## config.mk

```make
export PLATFORM = sky130hd
export DESIGN_NAME = serial_adder
export DESIGN_NICKNAME = d
export VERILOG_FILES = /design/src/rtl/serial_adder_pkg.sv /design/src/rtl/serial_adder_full_adder_cell.sv /design/src/rtl/serial_adder.sv
export SDC_FILE = /design/constraint.sdc
export NUM_CORES = 1
export LEC_CHECK = 0
export CORE_MARGIN = 3
export CORE_UTILIZATION = 45
export CTS_BUF_LIST = sky130_fd_sc_hd__clkbuf_16
export CTS_CLUSTER_SIZE = 24
export DETAILED_ROUTE_END_ITERATION = 12
export PLACE_DENSITY = 0.73
export SLEW_MARGIN = 20
export SYNTH_ARGS = -nofsm -noshare
export SYNTH_HDL_FRONTEND = slang
export SYNTH_SLANG_ARGS = --single-unit
```

## constraint.sdc

```tcl
create_clock -name clk -period 1.3 [get_ports clk]
set_input_delay 0.26 -clock clk [delete_from_list [all_inputs] [get_ports clk]]
set_output_delay 0.26 -clock clk [all_outputs]
set_load 0.01 [all_outputs]
```

## src/rtl/serial_adder_pkg.sv

```systemverilog
// Shared types for the bit-serial adder: FSM state encoding.
package serial_adder_pkg;

    localparam int STATE_W = 2;

    typedef enum logic [STATE_W-1:0] {
        IDLE = 2'b00,
        RUN  = 2'b01,
        DONE = 2'b10
    } state_t;

endpackage

```

## src/rtl/serial_adder_full_adder_cell.sv

```systemverilog
// One-bit combinational full adder; the serial adder's carry register lives in the parent.
module full_adder_cell (
    input  logic a,
    input  logic b,
    input  logic ci,
    output logic s,
    output logic co
);

    assign s  = a ^ b ^ ci;
    assign co = (a & b) | (a & ci) | (b & ci);

endmodule

```

## src/rtl/serial_adder.sv

```systemverilog
// Bit-serial WIDTH-bit adder, LSB first, with start/busy/done handshake and held result.
// Optional macro SERIAL_ADDER_SUB_EN adds a sub port for a-b via inverted B and carry-in of 1.
//
// state | meaning
// IDLE  | waiting for start
// RUN   | one operand bit added per clock
// DONE  | one-cycle done pulse; start here chains straight into RUN
module serial_adder
    import serial_adder_pkg::*;
#(
    parameter int WIDTH = 8
) (
    input  logic             clk,
    input  logic             rst_n,
    input  logic             start,
    input  logic [WIDTH-1:0] a,
    input  logic [WIDTH-1:0] b,
    input  logic             cin,
`ifdef SERIAL_ADDER_SUB_EN
    input  logic             sub,
`endif
    output logic             busy,
    output logic             done,
    output logic [WIDTH-1:0] sum,
    output logic             cout
);

    localparam int CNT_W = $clog2(WIDTH) + 1;

    state_t           state;
    state_t           state_nxt;
    logic [WIDTH-1:0] a_sh;
    logic [WIDTH-1:0] b_sh;
    logic [WIDTH-1:0] ps;
    logic [WIDTH-1:0] ps_nxt;
    logic [WIDTH-1:0] b_ld;
    logic             c_ld;
    logic             carry;
    logic [CNT_W-1:0] cnt;
    logic             s;
    logic             co;
    logic             last;
    logic             load;

`ifdef SERIAL_ADDER_SUB_EN
    assign b_ld = sub ? ~b : b;
    assign c_ld = sub ? 1'b1 : cin;
`else
    assign b_ld = b;
    assign c_ld = cin;
`endif

    assign last = (cnt == CNT_W'(WIDTH - 1));
    assign load = start && ((state == IDLE) || (state == DONE));

    full_adder_cell u_fa (
        .a  (a_sh[0]),
        .b  (b_sh[0]),
        .ci (carry),
        .s  (s),
        .co (co)
    );

    // New sum bit enters at the MSB so the result lands aligned after WIDTH shifts.
    generate
        if (WIDTH == 1) begin : g_ps_one
            assign ps_nxt = s;
        end else begin : g_ps_wide
            assign ps_nxt = {s, ps[WIDTH-1:1]};
        end
    endgenerate

    always_ff @(posedge clk or negedge rst_n) begin
        if (!rst_n) begin
            state <= IDLE;
        end else begin
            state <= state_nxt;
        end
    end

    always_comb begin
        state_nxt = state;
        case (state)
            IDLE:    if (start) state_nxt = RUN;
            RUN:     if (last)  state_nxt = DONE;
            DONE:    state_nxt = start ? RUN : IDLE;
            default: state_nxt = IDLE;
        endcase
    end

    always_comb begin
        busy = 1'b0;
        done = 1'b0;
        case (state)
            RUN:     busy = 1'b1;
            DONE:    done = 1'b1;
            default: ;
        endcase
    end

    always_ff @(posedge clk or negedge rst_n) begin
        if (!rst_n) begin
            a_sh  <= '0;
            b_sh  <= '0;
            ps    <= '0;
            carry <= 1'b0;
            cnt   <= '0;
            sum   <= '0;
            cout  <= 1'b0;
        end else if (load) begin
            a_sh  <= a;
            b_sh  <= b_ld;
            ps    <= '0;
            carry <= c_ld;
            cnt   <= '0;
        end else if (state == RUN) begin
            a_sh  <= a_sh >> 1;
            b_sh  <= b_sh >> 1;
            ps    <= ps_nxt;
            carry <= co;
            cnt   <= cnt + CNT_W'(1);
            if (last) begin
                sum  <= ps_nxt;
                cout <= co;
            end
        end
    end

endmodule
```

==> metrics <==
critical path class=flop to flop; clock tree buffer depth=2; Synth Cell Area=0.001620 sq mm; largest net degree at the start of global routing=40; CP Data Required Time=about 1500 ps; vias in the first global route=1242; Highest Clock Rate=709.0 MHz; number of hold buffers added after CTS=0; die area=0.004357 sq mm; port bufs=30; Async S/R FF share, synth=1.000; sum of negative setup slack=-891.9 ps; diode count=0; vias per cell=5.258; clock-pin slew on the worst setup and hold paths=50 ps; sequential area share after synthesis=0.6023; most instantiated cells after synthesis=dfrtp_1 (39), nand2_1 (24), a22o_1 (10), mux2_2 (10), nand3_1 (9); synthesized-area fraction occupied by adder cells=0.02008; mux cell area share after synthesis=0.08185; Final Setup Violations=10; Distinct cells, synth=24; Max-cap violations=0; die span in x=~66 microns; clock share of power=0.207; switching portion of total power=0.3344; post-DR wirelength/cell=15.02 microns; CP Launch Type=flop; FP Rows=21; critical path's slowest cell=dfrtp_1; ANT nets after route=0; Root Driver=clkbuf_16; I/O pins=31; ys flop type=dfrtp_1; count leader, synth=dfrtp_1; Initial Util=0.4780; post-synth top area cell=dfrtp_1; Hold Violations, Final=0; largest family of logic cells by synthesized area=simple AND/OR/NAND/NOR gates; switching pwr=1812 uW; synthesis-to-finish area growth=34.83%; synth top area cells=dfrtp_1 (60%), mux2_2 (6.9%), nand2_1 (5.6%), a22o_1 (5.4%), a22oi_1 (3.7%); maximum net fanout on the critical path=10; layout cells sized above 1=0.2123; Overall Global Routing Usage=0.1772; Synth Area in XOR/XNOR=0; violation count after the first detailed-route iteration=139; Tightest Pin Transition=~480 ps; Post-Synth Simple-Gate Area=0.1421; CORE AREA=around 0.0034 sq mm; Synth Warn #=0; Slew Viols, Final=0; complex-gate fraction of the synthesized area=0.1243; critical path arrival=approximately 1600 ps; DR DRC count=0; Leak=0.001030 uW; die height=~66 microns; flops & latches, synth=39; cell count after synthesis=137; vias=around 1200; status=complete, but fails checks; Worst-Skew Late Latency=280 ps; RePlAce Congestion=0.8132; RSZ-0062 raised after global routing=yes; DRT Pass-1 Iters=4; internal power=3607 uW; number of fill cells in the layout=258; CTS tree=done; endpoint class of the critical path=flop; minimum clock period=1410 ps; total global routing overflow=0; Post-synth EDFFs=0; Slew Limit Headroom=0.6798; non-filler cells, final=225; Mean Syn Cell Area=11.83 sq um; failing checks=negative setup slack; power per cell area=2481 mW/mm^2; post-placement cell count=218; Final WS setup=-110.3 ps; Critical Path Max Stage Delay=380 ps; Worst Clk Skew=2.912 ps; first-pass GRT wire length=5637 microns; fin crit share=1.085; initial antenna violation count=0; worst-path cell chain=ha_2, nand2_2, nor3_4, buf_12, mux2_2; # clock sinks=39; post-synth top area share=0.6023; DP HPWL=2363 microns; Final nets=roughly 200; Comb power frac=0.399; # H-tree levels=2; Seq pwr share=0.394; WL final=3379 microns; VDD IR max=~1200 uV; hold crit path type=input port to asynchronous set/reset pin; syn nets=159; Post-CTS Setup Inserts=0; CTS Buf Count=5
==> power groups by stage <==
stage / registers (uW) / clock network, uW / logic, uW
2_1_floorplan: 2130 / 0 / 1310
3_3_place_gp: 2120 / 0 / 2150
3_5_place_dp: 2150 / 0 / 2230
4_1_cts: 2140 / 1160 / 2170
5_1_grt: 2200 / 1210 / 2420
6_report: 2140 / 1120 / 2160
==> per-stage QoR <==
| stage | hold WS [ps] | cell area (sq um) | power (uW) | worst slack [ps] | utilization |
|---|---|---|---|---|---|
| floorplan | -35.59 | 1620 | 3446 | -118.0 | - |
| global placement | 332.2 | 2052 | 4272 | -136.3 | 0.6054 |
| detailed placement | 340.8 | 2052 | 4383 | -166.9 | 0.6054 |
| CTS | 42.61 | 2177 | 5472 | -118.1 | 0.6423 |
| global route | 65.53 | 2185 | 5834 | -161.1 | 0.6445 |
| finish | 32.97 | 2185 | 5419 | -110.3 | 0.6445 |
==> final timing paths <==
path	start	endpoint	slack, ps	depth (start not counted)
max	cnt[0]	sum[6]	-110	5
min	rst_n	a_sh[2]	30	2
max reg2reg	cnt[0]	sum[6]	-110	5
min reg2reg	a_sh[4]	a_sh[4]	500	2
max in group asynchronous	rst_n	ps[1]	930	2
min in group clk	a_sh[4]	a_sh[4]	500	2
==> cell type report <==
type	count	area, sq um	area share
well taps	46	57.56	0.02635
inverters	1	3.754	0.001718
flip-flops and latches	39	975.9	0.4467
repair buffers	43	404.1	0.1850
clock inverters	2	8.758	0.004009
multi-input cells	89	609.3	0.2789
clock buffers	5	125.1	0.05727
==> state kept, by name (all words and copies together), names as in the netlist <==
register / flops
a_sh: 8
b_sh: 8
sum: 8
ps: 7
cnt: 4
state: 2
carry: 1
cout: 1
==> critical path, delay by kind of cell (launching register included) <==
kind | cells | cell delay [ps]
adder cells (fa/ha/maj) | 1 | 200
buffers and inverters | 1 | 160
flip-flops | 1 | 380
multiplexers | 1 | 330
AND/OR/NAND/NOR | 2 | 220
==> what timing repair did <==
item | in CTS | in global routing
endpoints found under the setup margin | 31 | 22
pin swaps | 0 | 0
gates resized for setup | 21 | 2
==> kinds of logic after synthesis <==
family                     Yosys count
AOI/OAI and AO/OA                   27
DFF                                 39
buffers and inverters                9
muxes                               12
and+or+nand+nor                     48
adders and majority gates            2
==> layer usage <==
layer | GRT usage | part of all wire | vias to the layer above | wire length [microns]
li1 | - | - | 570 | -
met1 | 0.2232 | 0.44 | 570 | 1489
met2 | 0.2778 | 0.48 | 37 | 1635
met3 | 0.05442 | 0.054 | 6 | 181
met4 | 0.08376 | 0.022 | 0 | 73
met5 | 0 | 0 | - | 0
==> cell usage in the layout (no fill, tap or decap), types with 2 or more instances in the layout <==
master | Yosys | routed
nor2_1 | 7 | 7
a22o_1 | 10 | 10
buf_2 | 2 | 3
mux2_2 | 10 | 8
nand2_1 | 24 | 23
dlygate4sd2_1 | 0 | 9
mux2_4 | 0 | 2
clkbuf_16 | 0 | 5
and2b_1 | 2 | 2
buf_12 | 0 | 2
dfrtp_1 | 39 | 39
a31oi_1 | 6 | 6
mux2i_1 | 2 | 2
nand3_1 | 9 | 9
clkdlybuf4s50_1 | 0 | 18
buf_4 | 3 | 10
o21ai_0 | 2 | 2
a22oi_1 | 8 | 8
Note: power is estimated with default switching activity, not from simulation.
